===== src/rtl/dmem_port_arbiter_pkg.sv =====
// Shared definitions for the data-memory port arbiter and its store buffer.
// The address/data defaults match the Data_Memory instance this port feeds.
package dmem_port_arbiter_pkg;

  localparam int unsigned DmemAddrW = 32;
  localparam int unsigned DmemDataW = 32;

  // Addresses are compared as words: addr[ADDR_W-1:WordLsb].
  localparam int unsigned WordLsb = 2;

  typedef enum logic [1:0] {
    StNormal,
    StDrainPri,
    StFlush
  } arb_state_e;

endpackage


===== src/rtl/dmem_port_arbiter_store_buffer_fifo.sv =====
// In-order store buffer: circular FIFO of {word address, data} with a
// youngest-match associative search port used for load forwarding.
module dmem_port_arbiter_store_buffer_fifo #(
  parameter int unsigned WORD_W = 30,
  parameter int unsigned DATA_W = 32,
  parameter int unsigned DEPTH  = 4
) (
  input  logic                   clk,
  input  logic                   reset,
  input  logic                   push,
  input  logic [WORD_W-1:0]      push_word,
  input  logic [DATA_W-1:0]      push_data,
  input  logic                   pop,
  output logic [WORD_W-1:0]      head_word,
  output logic [DATA_W-1:0]      head_data,
  output logic [$clog2(DEPTH):0] count,
  output logic                   empty,
  output logic                   full,
  input  logic [WORD_W-1:0]      search_word,
  output logic                   search_hit,
  output logic [DATA_W-1:0]      search_data
);

  localparam int unsigned PtrW = $clog2(DEPTH);
  localparam int unsigned CntW = PtrW + 1;

  logic [WORD_W-1:0] word_q [DEPTH];
  logic [DATA_W-1:0] data_q [DEPTH];
  logic [PtrW-1:0]   head_q, tail_q;
  logic [CntW-1:0]   count_q, count_d;

  assign head_word = word_q[head_q];
  assign head_data = data_q[head_q];
  assign count     = count_q;
  assign empty     = (count_q == '0);
  assign full      = (count_q == CntW'(DEPTH));

  always_comb begin
    count_d = count_q;
    if (push && !pop) begin
      count_d = count_q + 1'b1;
    end else if (pop && !push) begin
      count_d = count_q - 1'b1;
    end
  end

  // Push on a full buffer is only issued together with a pop, so the slot
  // being overwritten is the head that is leaving this cycle.
  always_ff @(posedge clk or posedge reset) begin
    if (reset) begin
      head_q  <= '0;
      tail_q  <= '0;
      count_q <= '0;
      for (int unsigned i = 0; i < DEPTH; i++) begin
        word_q[i] <= '0;
        data_q[i] <= '0;
      end
    end else begin
      if (push) begin
        word_q[tail_q] <= push_word;
        data_q[tail_q] <= push_data;
        tail_q         <= tail_q + 1'b1;
      end
      if (pop) begin
        head_q <= head_q + 1'b1;
      end
      count_q <= count_d;
    end
  end

  // Walk oldest to youngest so the last match wins.
  always_comb begin
    logic [PtrW-1:0] idx;
    idx         = '0;
    search_hit  = 1'b0;
    search_data = '0;
    for (int unsigned i = 0; i < DEPTH; i++) begin
      idx = head_q + PtrW'(i);
      if ((CntW'(i) < count_q) && (word_q[idx] == search_word)) begin
        search_hit  = 1'b1;
        search_data = data_q[idx];
      end
    end
  end

endmodule


===== src/rtl/dmem_port_arbiter.sv =====
// Arbitrates one single-port data memory between the MR load path and the
// MW store path; stores are posted into a store buffer that drains in idle cycles.
module dmem_port_arbiter
  import dmem_port_arbiter_pkg::*;
#(
  parameter int unsigned ADDR_W       = DmemAddrW,
  parameter int unsigned DATA_W       = DmemDataW,
  parameter int unsigned SB_DEPTH     = 4,
  parameter int unsigned STARVE_LIMIT = 8
) (
  input  logic                      clk,
  input  logic                      reset,
  input  logic                      ld_req,
  input  logic [ADDR_W-1:0]         ld_addr,
  output logic [DATA_W-1:0]         ld_data,
  output logic                      ld_valid,
  input  logic                      st_req,
  input  logic [ADDR_W-1:0]         st_addr,
  input  logic [DATA_W-1:0]         st_data,
  input  logic                      sb_flush,
  output logic                      stall,
  output logic                      flush_done,
  output logic                      mem_en,
  output logic                      mem_we,
  output logic [ADDR_W-1:0]         mem_addr,
  output logic [DATA_W-1:0]         mem_wdata,
  input  logic [DATA_W-1:0]         mem_rdata,
  output logic [$clog2(SB_DEPTH):0] sb_count
);

  localparam int unsigned WordW   = ADDR_W - WordLsb;
  localparam int unsigned StarveW = $clog2(STARVE_LIMIT + 1);

  arb_state_e state_q, state_d;
  logic [StarveW-1:0] starve_q, starve_d;

  logic [WordW-1:0]  ld_word, st_word, head_word;
  logic [DATA_W-1:0] head_data, sb_hit_data;
  logic              sb_hit, sb_empty, sb_full;
  logic              st_fwd, fwd_hit;
  logic              load_port, drain, push;
  logic [1:0]        unused_st_addr_lsbs;

  assign ld_word             = ld_addr[ADDR_W-1:WordLsb];
  assign st_word             = st_addr[ADDR_W-1:WordLsb];
  assign unused_st_addr_lsbs = st_addr[WordLsb-1:0];

  dmem_port_arbiter_store_buffer_fifo #(
    .WORD_W (WordW),
    .DATA_W (DATA_W),
    .DEPTH  (SB_DEPTH)
  ) u_store_buffer (
    .clk         (clk),
    .reset       (reset),
    .push        (push),
    .push_word   (st_word),
    .push_data   (st_data),
    .pop         (drain),
    .head_word   (head_word),
    .head_data   (head_data),
    .count       (sb_count),
    .empty       (sb_empty),
    .full        (sb_full),
    .search_word (ld_word),
    .search_hit  (sb_hit),
    .search_data (sb_hit_data)
  );

  // The MW store is older than the MR load, so it beats any buffered entry.
  assign st_fwd   = st_req && (st_word == ld_word);
  assign fwd_hit  = ld_req && (st_fwd || sb_hit);
  assign ld_data  = !fwd_hit ? mem_rdata : (st_fwd ? st_data : sb_hit_data);
  assign ld_valid = ld_req && !stall;
  assign push     = st_req && !stall;

  always_comb begin
    state_d    = state_q;
    starve_d   = starve_q;
    load_port  = 1'b0;
    drain      = 1'b0;
    stall      = 1'b0;
    flush_done = 1'b0;
    unique case (state_q)
      StNormal: begin
        load_port = ld_req && !fwd_hit;
        drain     = !load_port && !sb_empty;
        stall     = st_req && sb_full && !drain;
        if (sb_empty || drain) begin
          starve_d = '0;
        end else begin
          starve_d = starve_q + 1'b1;
        end
        if (sb_flush) begin
          state_d = StFlush;
        end else if (!sb_empty && !drain &&
                     (starve_q == StarveW'(STARVE_LIMIT - 1))) begin
          state_d = StDrainPri;
        end
      end
      StDrainPri: begin
        // Buffer is non-empty here: the counter only advances while entries wait.
        drain    = !sb_empty;
        stall    = (ld_req && !fwd_hit) || (st_req && sb_full && !drain);
        starve_d = '0;
        state_d  = StNormal;
      end
      StFlush: begin
        drain    = !sb_empty;
        stall    = ld_req || st_req;
        starve_d = '0;
        if (sb_empty) begin
          flush_done = 1'b1;
          state_d    = StNormal;
        end
      end
      default: begin
        state_d  = StNormal;
        starve_d = '0;
      end
    endcase
  end

  always_comb begin
    mem_en    = 1'b0;
    mem_we    = 1'b0;
    mem_addr  = '0;
    mem_wdata = '0;
    if (drain) begin
      mem_en    = 1'b1;
      mem_we    = 1'b1;
      mem_addr  = {head_word, {WordLsb{1'b0}}};
      mem_wdata = head_data;
    end else if (load_port) begin
      mem_en   = 1'b1;
      mem_addr = ld_addr;
    end
  end

  always_ff @(posedge clk or posedge reset) begin
    if (reset) begin
      state_q  <= StNormal;
      starve_q <= '0;
    end else begin
      state_q  <= state_d;
      starve_q <= starve_d;
    end
  end

endmodule


===== config.mk =====
export PLATFORM = sky130hd
export DESIGN_NAME = dmem_port_arbiter
export DESIGN_NICKNAME = d
export VERILOG_FILES = /design/src/rtl/dmem_port_arbiter_pkg.sv /design/src/rtl/dmem_port_arbiter_store_buffer_fifo.sv /design/src/rtl/dmem_port_arbiter.sv
export SDC_FILE = /design/constraint.sdc
export NUM_CORES = 1
export LEC_CHECK = 0
export ABC_AREA = 1
export CAP_MARGIN = 40
export CORE_MARGIN = 1.5
export CORE_UTILIZATION = 35
export CTS_CLUSTER_SIZE = 12
export DETAILED_ROUTE_END_ITERATION = 8
export HOLD_SLACK_MARGIN = 0.08
export PLACE_DENSITY_LB_ADDON = 0.08
export SYNTH_ARGS = -nofsm -noshare
export SYNTH_HDL_FRONTEND = slang
export SYNTH_HIERARCHICAL = 1
export SYNTH_SLANG_ARGS = --single-unit

===== constraint.sdc =====
create_clock -name clk -period 9.5 [get_ports clk]
set_input_delay 1.9 -clock clk [delete_from_list [all_inputs] [get_ports clk]]
set_output_delay 1.9 -clock clk [all_outputs]
set_load 0.02 [all_outputs]

==> results of run 1 <==
## report_power, final
group          switching (mW)  total, mW  internal, mW
registers               0.408       2.02          1.61
logic                    4.02       5.99          1.96
clock network           0.532       1.38         0.846
## cells in the final DEF, fill, tap and decap left out, types with 8 or more instances in the layout
master	count
sky130_fd_sc_hd__nor2_1	147
sky130_fd_sc_hd__ha_1	14
sky130_fd_sc_hd__clkdlybuf4s50_1	234
sky130_fd_sc_hd__o21ai_0	571
sky130_fd_sc_hd__a21oi_1	11
sky130_fd_sc_hd__o21ai_1	56
sky130_fd_sc_hd__clkbuf_16	37
sky130_fd_sc_hd__nand4_1	8
sky130_fd_sc_hd__nand3_1	193
sky130_fd_sc_hd__buf_4	42
sky130_fd_sc_hd__nand2_1	1754
sky130_fd_sc_hd__dfrtp_1	259
sky130_fd_sc_hd__clkinv_2	9
sky130_fd_sc_hd__a31oi_1	32
sky130_fd_sc_hd__xnor2_1	10
sky130_fd_sc_hd__xor2_1	18
sky130_fd_sc_hd__inv_1	499
## worst max-delay path by stage
stage / from / endpoint / slack (ns) / cells past startpoint
2_1_floorplan: reset / u_store_buffer/count[0] / 0.59 / 1
3_3_place_gp: ld_addr[23] / mem_addr[31] / 0.89 / 20
3_5_place_dp: ld_addr[23] / mem_addr[31] / 0.95 / 20
4_1_cts: u_store_buffer/head_q[0] / mem_addr[31] / 0.81 / 23
5_1_grt: u_store_buffer/head_q[0] / mem_addr[0] / 0.41 / 22
6_report: u_store_buffer/head_q[0] / mem_addr[31] / 0.85 / 23
## registers in the layout, indices dropped and copies added (netlist names)
register               flops
u_store_buffer/word_q    120
u_store_buffer/data_q    128
u_store_buffer/head_q      2
u_store_buffer/tail_q      2
u_store_buffer/count       3
state_q                    2
starve_q                   4
## layout make-up
type,count,area (µm²)
clock buffers,50,1040
clock inverters,11,138
fillers,6866,35900
inverters,509,1930
multi-input cells,2859,12300
flip-flops and latches,261,6540
well taps,837,1050
repair buffers,283,2810
## logic make-up (layout without fill, tap and decap cells)
group / Yosys count / after routing / share of synthesized area
AND/OR/NAND/NOR: 2137 / 2137 / 0.383
adder cells (fa/ha/maj): 14 / 14 / 0.00802
flip-flops: 261 / 261 / 0.299
AO/OA/AOI/OAI: 680 / 680 / 0.159
buffers and inverters: 724 / 853 / 0.139
XOR/XNOR: 28 / 28 / 0.0112
## metrics by stage
step / instances / setup slack, ns / area [µm²] / hold WS [ns]
finish: 4810 / 0.849 / 25800 / 0.472
CTS: 4810 / 0.815 / 25800 / 0.481
floorplan: 3844 / 0.587 / 21800 / 0.435
detailed placement: 4749 / 0.948 / 24600 / 0.473
global route: 4810 / 0.409 / 25800 / 0.503
global placement: 4747 / 0.886 / 24600 / 0.465
## per-layer routing
layer,up-vias,share of wire
met3,89,0.056
met5,-,0
met1,10300,0.49
met4,0,0.023
li1,12100,-
met2,561,0.43
## worst max-delay path, stage by stage, from the launching register on
cell	delay, ns
sky130_fd_sc_hd__dfrtp_4	0.72
sky130_fd_sc_hd__clkinv_2	0.56
sky130_fd_sc_hd__buf_4	0.42
sky130_fd_sc_hd__o21ai_0	0.29
sky130_fd_sc_hd__nand2_1	0.12
sky130_fd_sc_hd__nand2_1	0.10
sky130_fd_sc_hd__nand2_1	0.05
sky130_fd_sc_hd__nand2_1	0.16
sky130_fd_sc_hd__nor2_1	0.10
sky130_fd_sc_hd__nand2_1	0.06
sky130_fd_sc_hd__nor2_1	0.06
sky130_fd_sc_hd__nand2_1	0.11
sky130_fd_sc_hd__nor2_4	0.06
sky130_fd_sc_hd__inv_2	0.55
sky130_fd_sc_hd__nand4_1	0.33
sky130_fd_sc_hd__inv_1	0.25
sky130_fd_sc_hd__nand3_4	0.14
sky130_fd_sc_hd__nand2_1	0.10
sky130_fd_sc_hd__nand2_1	0.06
sky130_fd_sc_hd__nand2_2	0.29
sky130_fd_sc_hd__clkinv_2	0.66
sky130_fd_sc_hd__nand2_1	0.23
sky130_fd_sc_hd__nand2_1	0.15
sky130_fd_sc_hd__clkdlybuf4s50_1	0.57
==> results.cfg, run 1 <==
[synth]
ys_types = 38
syn-instance-count = 3844
synth_fp_nets = 3991
library_cell_with_the_largest_summed_area_after_synthesis = sky130_fd_sc_hd__nand2_1
synthTopCellsByCount = sky130_fd_sc_hd__nand2_1 (1759), sky130_fd_sc_hd__o21ai_0 (571), sky130_fd_sc_hd__inv_1 (500)
post_synthesis_register_bit_count = 261
synthesis.area_um2 = 21800
synth-seq-area-share = 0.299
yosys.cell_count.top_type = sky130_fd_sc_hd__nand2_1
synth_edf_count = 0
postSynth.topFlopCell = sky130_fd_sc_hd__dfrtp_1
yosysWarnings = 6
synth_top_area_frac = 0.302
synthesis.area_per_instance_um2 = 5.68
asyncSetResetFlopFracSynth = 1.00
post_synth_main_area_contributors = sky130_fd_sc_hd__nand2_1 (30%), sky130_fd_sc_hd__dfrtp_1 (30%), sky130_fd_sc_hd__o21ai_0 (13%), sky130_fd_sc_hd__inv_1 (8.6%), sky130_fd_sc_hd__nand3_1 (4.4%)

[global_route]
grt_use_met3 = 0.0340
grt_util_all_layers = 0.250
pin_count_of_the_biggest_net_entering_global_routing = 151
gr-total-overflow = 0
grt-busiest-layer = met2
grt_use_met2 = 0.387
grt_pass1_vias = 20900
grt_first_pass_wirelength_um = 123000
grt_util_met1 = 0.361
antenna_violations_before_repair = 0

[route]
drt-vias-per-instance = 4.78
detail_route.first_pass.iterations = 6
detail-route-antenna-nets = 0
drtIter0Drc = 1704
route.detailed.drc = 0
wire_per_inst_um = 16.4
dr_total_vias = 23000
totalWireLength_um = 79100

[timing]
timing.max_slew.rel_slack = 0.397
worst_margin_slew_ns = 0.905
clock_skew_after_layout_ns = 0.0172
totalNegativeSetupSlack_ns = 0
maxSlewViolCount = 0
setup_repair_after_global_routing_missed_its_margin = no
period_minus_slack_ns = 8.65
timing.final.setup_violations = 0
timing.final.crit_share = 0.911
hold_violations = 0
fmaxAchievable_mhz = 116

[floorplan]
num_rows = 91
core_area_um2 = 61700
die_w_um = 253
ios = 237
initial_core_util = 0.354
die_h_um = 253
fp.dieArea_um2 = 63900

[placement]
portBuffers = 234
hpwlAfterDp_um = 55200
gp_congestion = 0.930

[clocking]
cts_made_buffers = 36
clk_pin_slew_ns = 0.05
cts.repair_timing.setup_buffer_count = 0
tritoncts = built
cts-root-to-sink-buffers = 3
htree_num_levels = 2
cts_repair_resize_count = 0
worst_skew_pair.late_latency_ns = 0.56
holdBufCountCts = 0
cts-root-buf = sky130_fd_sc_hd__clkbuf_16
tritoncts_num_sinks = 261

[flow_run]
drv_cap = 0

[critical_path]
timing.critical_path.fanout_max = 45
worstReg2RegEnd = u_store_buffer/count[2]
worst_path_class_setup = reg -> out
crit_required_ns = 7.60
ff2ff_setup_slack_ns = 3.13
cp-end-kind = primary output
timing.rr.start = u_store_buffer/head_q[0]
ff2ff_path_depth = 26
setup.worst_path.start_class = register
crit_arrival_ns = 6.75

[pwr]
cellPowerDensity_nw_per_um2 = 364
worst_case_vdd_ir_drop_mv = 0.174
total_power_mw = 9.39
leakagePower_nw = 13.7

[finish]
drive_gt1_frac = 0.0355
flow.area_growth_from_synthesis_pct = 18.2
post-route-util = 0.418
diodes = 0
finalNetCount = 4097

[min_path]
min-delay-start = starve_q[0]
min_path_type = reg -> reg
timing.hold.worst_endpoint = starve_q[0]
worst_hold_path.num_cells = 1

[status]
outcome = complete, no violations
Note: power is estimated with default switching activity, not from simulation.
==> run 2: changes to the inputs <==
- RECOVER_POWER: not set -> 100
==> run 2 against run 1 <==
Against the previous run: the flow now finishes with violations (max-capacitance violations, max-slew violations); wire length hardly changed; maximum frequency is 2.5% lower; highest routed layer unchanged; clock power hardly changed.
==> results.cfg, run 2 (synthesis results as in run 1) <==
[finish]
finalNetCount = 4097
flow.area_growth_from_synthesis_pct = 17.5
flip_flop_count_of_the_largest_register_after_layout = 128
drive_gt1_frac = 0.0310
n_fill_cell = 6891
final_cell_mix = sky130_fd_sc_hd__nand2_1 (1759), sky130_fd_sc_hd__o21ai_0 (571), sky130_fd_sc_hd__inv_1 (499), sky130_fd_sc_hd__dfrtp_1 (259), sky130_fd_sc_hd__nand3_1 (194)
leading_cell_type_in_the_layout_fill_and_taps_excluded = sky130_fd_sc_hd__nand2_1
top_register = u_store_buffer/data_q
multi_input_area_um2 = 12300
sequential_cell_area_um2 = 6540
diodes = 0
largest_registers_in_the_final_layout = u_store_buffer/data_q (128), u_store_buffer/word_q (120), starve_q (4)

[placement]
portBuffers = 234
hpwlAfterDp_um = 55200
gp_congestion = 0.930

[route]
detail-route-antenna-nets = 0
route.detailed.drc = 0
totalWireLength_um = 79100
drtIter0Drc = 1816
dr_total_vias = 23000
drt-vias-per-instance = 4.77
detail_route.first_pass.iterations = 6
wire_per_inst_um = 16.4

[clocking]
cts_repair_resize_count = 0
tritoncts = built
cts.repair_timing.setup_buffer_count = 0
clk_pin_slew_ns = 0.05
cts-root-buf = sky130_fd_sc_hd__clkbuf_16
cts_made_buffers = 36
holdBufCountCts = 0
htree_num_levels = 2
tritoncts_num_sinks = 261
worst_skew_pair.late_latency_ns = 0.56
cts-root-to-sink-buffers = 3

[pwr]
leakagePower_nw = 13.8
cellPowerDensity_nw_per_um2 = 362
total_power_mw = 9.29
swShare = 0.533
worst_case_vdd_ir_drop_mv = 0.173
netSwitchingPower_mw = 4.95
power.sequential.fraction = 0.218
pwr-share-clk = 0.148
power.combinational.fraction = 0.634
internal_power_mw = 4.34

[global_route]
pin_count_of_the_biggest_net_entering_global_routing = 151
grt_first_pass_wirelength_um = 123000
grt_util_all_layers = 0.250
antenna_violations_before_repair = 1
grt_pass1_vias = 20900
gr-total-overflow = 0

[critical_path]
crit_arrival_ns = 6.97
slowest_cell_on_the_critical_path = sky130_fd_sc_hd__dfrtp_4
cp-end-kind = primary output
crit_required_ns = 7.60
crit_path_cell_trace = clkinv_2 -> buf_4 -> o21ai_0 -> nand2_1 -> nand3_1 -> nand2_1 -> nor2_1 -> nand2_1 -> nor2_1 -> nand2_1 -> nor2_1 -> inv_2 -> nand4_1 -> inv_1 -> a21oi_2 -> clkbuf_1 -> a31oi_1 -> dlygate4sd3_1
timing.critical_path.fanout_max = 45
cpPeakStageDelay_ns = 0.73
worst_path_class_setup = reg -> out
setup.worst_path.start_class = register
cpMostUsedCell = sky130_fd_sc_hd__nand2_1

[floorplan]
ios = 237
num_rows = 91
initial_core_util = 0.354
fp.dieArea_um2 = 63900
core_area_um2 = 61700
die_h_um = 253
die_w_um = 253

[status]
violated_checks = max-capacitance violations, max-slew violations
outcome = finished, violations left

[timing]
maxSlewViolCount = 614
hold_violations = 0
worst_margin_slew_ns = 5.27
totalNegativeSetupSlack_ns = 0
period_minus_slack_ns = 8.87
clock_skew_after_layout_ns = 0.0178
setup_repair_after_global_routing_missed_its_margin = no
timing.max_slew.rel_slack = -2.54
timing.final.setup_violations = 0
timing.final.crit_share = 0.934
fmaxAchievable_mhz = 113

[flow_run]
drv_cap = 9

[min_path]
min_path_type = reg -> reg
## run 2: critical path, delay by kind of cell (launching register included)
kind                   cells  cell delay, ns
AOI/OAI and AO/OA          3            1.30
buffers and inverters      6            2.83
DFF                        1            0.73
and+or+nand+nor            9            1.50
## run 2: through the flow
stage	setup WS, ns	hold WS (ns)	instances	util	instance area, µm²
6_report	0.631	0.472	4810	0.416	25700
5_1_grt	0.208	0.503	4810	0.416	25700
4_1_cts	0.815	0.481	4810	0.418	25800
3_5_place_dp	0.948	0.473	4749	0.399	24600
3_3_place_gp	0.886	0.465	4747	0.398	24600
2_1_floorplan	0.587	0.435	3844	-	21800
## run 2: layer usage
layer,part of all wire,track usage,vias to the layer above
met5,0,0,-
met1,0.49,0.361,10300
met4,0.024,0.0684,0
met2,0.43,0.387,520
met3,0.052,0.0340,95
li1,-,-,12100
## run 2: final timing paths
path | startpoint | end | slack [ns] | cells past startpoint
max reg2reg | u_store_buffer/head_q[0] | u_store_buffer/data_q[46] | 0.94 | 25
max | u_store_buffer/head_q[0] | ld_data[0] | 0.63 | 18
min in group asynchronous | reset | starve_q[2] | 1.75 | 2
min | starve_q[0] | starve_q[0] | 0.47 | 1
max in group asynchronous | reset | u_store_buffer/head_q[0] | 1.90 | 3
min reg2reg | starve_q[0] | starve_q[0] | 0.47 | 1
## run 2: power by group through the flow
| stage | Clock [mW] | Sequential, mW | Combinational (mW) |
|---|---|---|---|
| after floorplan | 0 | 1.88 | 4.28 |
| after global placement | 0 | 2.02 | 5.92 |
| after detailed placement | 0 | 2.02 | 5.97 |
| after CTS | 1.42 | 2.01 | 5.98 |
| after global routing | 1.46 | 2.10 | 6.74 |
| final | 1.38 | 2.03 | 5.89 |
## run 2: area by class of cell
| type | count | area share |
|---|---|---|
| multi-input combinational | 2859 | 0.477 |
| tap | 837 | 0.0408 |
| clock inverter | 11 | 0.00536 |
| clock buffer | 50 | 0.0407 |
| sequential | 261 | 0.255 |
| timing repair buffer | 283 | 0.106 |
| inverter | 509 | 0.0748 |
==> run 3: changes to the inputs <==
- GPL_TIMING_DRIVEN: not set -> 0
- clock period: 9.5 -> 11 ns (I/O delays scaled with it)
==> run 3 against run 2 <==
Against the previous run: core utilization is 1.2 points higher; critical path depth is 2 higher; total power is 2.3% lower; non-clock buffer count is 173 higher; combinational power is 5.1% higher; flip-flop and latch count stayed put; largest power group unchanged; the run still ends with max-capacitance violations, max-slew violations left; global-route usage is 9.0 points higher; clock-buffer cell count is 6 lower.
==> results.cfg, run 3 (synthesis results as in run 1) <==
[status]
outcome = finished, violations left
violated_checks = max-capacitance violations, max-slew violations

[pwr]
swShare = 0.577
cellPowerDensity_nw_per_um2 = 344
internal_power_mw = 3.85
worst_case_vdd_ir_drop_mv = 0.216
netSwitchingPower_mw = 5.24
pwr-share-clk = 0.127
power.combinational.fraction = 0.681
leakagePower_nw = 14.2
power.sequential.fraction = 0.191

[route]
detail_route.first_pass.iterations = 6
drtIter0Drc = 3133
totalWireLength_um = 109000
detail-route-antenna-nets = 0
route.detailed.drc = 0
wire_per_inst_um = 22.0
dr_total_vias = 26200
drt-vias-per-instance = 5.27

[finish]
top_register = u_store_buffer/data_q
flip_flop_count_of_the_largest_register_after_layout = 128
final_design_area_no_fill_um2 = 26400
final_cells = 4979
largest_registers_in_the_final_layout = u_store_buffer/data_q (128), u_store_buffer/word_q (120), starve_q (4)
n_fill_cell = 6947
final_cell_mix = sky130_fd_sc_hd__nand2_1 (1759), sky130_fd_sc_hd__o21ai_0 (571), sky130_fd_sc_hd__inv_1 (499), sky130_fd_sc_hd__dfrtp_1 (261), sky130_fd_sc_hd__nand3_1 (194)
multi_input_area_um2 = 12200
flow.area_growth_from_synthesis_pct = 20.9
sequential_cell_area_um2 = 6530
leading_cell_type_in_the_layout_fill_and_taps_excluded = sky130_fd_sc_hd__nand2_1
finalNetCount = 4268
drive_gt1_frac = 0.0456
diodes = 0

[clocking]
cts-root-buf = sky130_fd_sc_hd__clkbuf_16
worst_skew_pair.late_latency_ns = 0.57
htree_num_levels = 2
clk_pin_slew_ns = 0.06
holdBufCountCts = 0
cts_repair_resize_count = 0
cts-root-to-sink-buffers = 3
tritoncts_num_sinks = 261
cts_made_buffers = 34
cts.repair_timing.setup_buffer_count = 0
tritoncts = built

[global_route]
antenna_violations_before_repair = 2
gr-total-overflow = 0
grt_pass1_vias = 23800
grt_use_met2 = 0.485
grt_first_pass_wirelength_um = 160000
grt_use_met3 = 0.0737
grt-busiest-layer = met1
grt_util_all_layers = 0.340
pin_count_of_the_biggest_net_entering_global_routing = 118
grt_util_met1 = 0.494

[flow_run]
drv_cap = 2

[critical_path]
worst_path_class_setup = in -> out
timing.critical_path.fanout_max = 10
crit_arrival_ns = 7.96
cp-end-kind = primary output
ff2ff_setup_slack_ns = 3.83
setup.worst_path.start_class = input port
crit_required_ns = 8.80

[timing]
timing.final.setup_violations = 0
maxSlewViolCount = 141
timing.max_slew.rel_slack = -2.16
clock_skew_after_layout_ns = 0.0333
worst_margin_slew_ns = 4.74
period_minus_slack_ns = 10.16
timing.final.crit_share = 0.924
hold_violations = 0
setup_repair_after_global_routing_missed_its_margin = no
fmaxAchievable_mhz = 98.4

[floorplan]
core_area_um2 = 61700
num_rows = 91
die_w_um = 253
initial_core_util = 0.354
die_h_um = 253
fp.dieArea_um2 = 63900
ios = 237

[placement]
portBuffers = 234
gp_congestion = 1.07
hpwlAfterDp_um = 82600
post_dp_area_um2 = 25300
place_inst = 4922

[min_path]
min_path_type = reg -> reg
## run 3: path summary, 6_finish.rpt
| check | startpoint | to | cells after the start |
|---|---|---|---|
| max | ld_addr[3] | mem_wdata[30] | 20 |
| min | starve_q[0] | starve_q[0] | 1 |
| max reg2reg | u_store_buffer/head_q[1] | u_store_buffer/data_q[109] | 26 |
| min reg2reg | starve_q[0] | starve_q[0] | 1 |
| max in group asynchronous | reset | u_store_buffer/word_q[41] | 3 |
| min in group asynchronous | reset | starve_q[2] | 2 |
## run 3: layout make-up
class / instances / area share
Sequential cell: 261 / 0.247
Clock inverter: 13 / 0.00682
Tap cell: 837 / 0.0396
Multi-Input combinational cell: 2859 / 0.464
Inverter: 509 / 0.0725
Buffer: 215 / 0.0426
Timing Repair Buffer: 241 / 0.0916
Clock buffer: 44 / 0.0360
## run 3: power by group through the flow
stage / logic [mW] / registers, mW / clock network, mW
2_1_floorplan: 3.70 / 1.63 / 0
3_3_place_gp: 6.00 / 1.73 / 0
3_5_place_dp: 6.05 / 1.73 / 0
4_1_cts: 6.07 / 1.72 / 1.18
5_1_grt: 6.70 / 1.79 / 1.22
6_report: 6.19 / 1.74 / 1.16
## run 3: layer usage
metal	up-vias	wire (µm)
met5	-	0
met4	0	4450
met3	212	11200
met2	1322	44100
met1	12300	49600
li1	12400	-
## run 3: worst max-delay path, stage by stage
cell and delay, ns:
sky130_fd_sc_hd__dlygate4sd3_1 0.87, sky130_fd_sc_hd__inv_1 0.16, sky130_fd_sc_hd__nand3_1 0.12, sky130_fd_sc_hd__nand2_1 0.17
sky130_fd_sc_hd__a21oi_1 0.34, sky130_fd_sc_hd__nand2_1 0.08, sky130_fd_sc_hd__nor2_1 0.19, sky130_fd_sc_hd__nand2_1 0.07
sky130_fd_sc_hd__nor2_1 0.80, sky130_fd_sc_hd__inv_2 0.07, sky130_fd_sc_hd__clkbuf_1 0.30, sky130_fd_sc_hd__nand4_1 0.33
sky130_fd_sc_hd__inv_1 0.15, sky130_fd_sc_hd__nand3_1 0.22, sky130_fd_sc_hd__nand2_1 0.08, sky130_fd_sc_hd__nand2_1 0.07
sky130_fd_sc_hd__nand2_2 0.30, sky130_fd_sc_hd__buf_2 0.40, sky130_fd_sc_hd__nor2_1 0.27, sky130_fd_sc_hd__dlygate4sd3_1 0.72
## run 3: stage by stage
stage / util / setup slack [ns] / TNS, ns / hold slack (ns) / power (mW)
floorplan: - / 1.79 / 0 / 0.435 / 5.33
global placement: 0.409 / -2.06 / -513.61 / 0.465 / 7.73
detailed placement: 0.411 / 1.66 / 0 / 0.470 / 7.78
CTS: 0.429 / 1.63 / 0 / 0.478 / 8.97
global route: 0.428 / 0.717 / 0 / 0.502 / 9.71
finish: 0.428 / 0.837 / 0 / 0.473 / 9.08
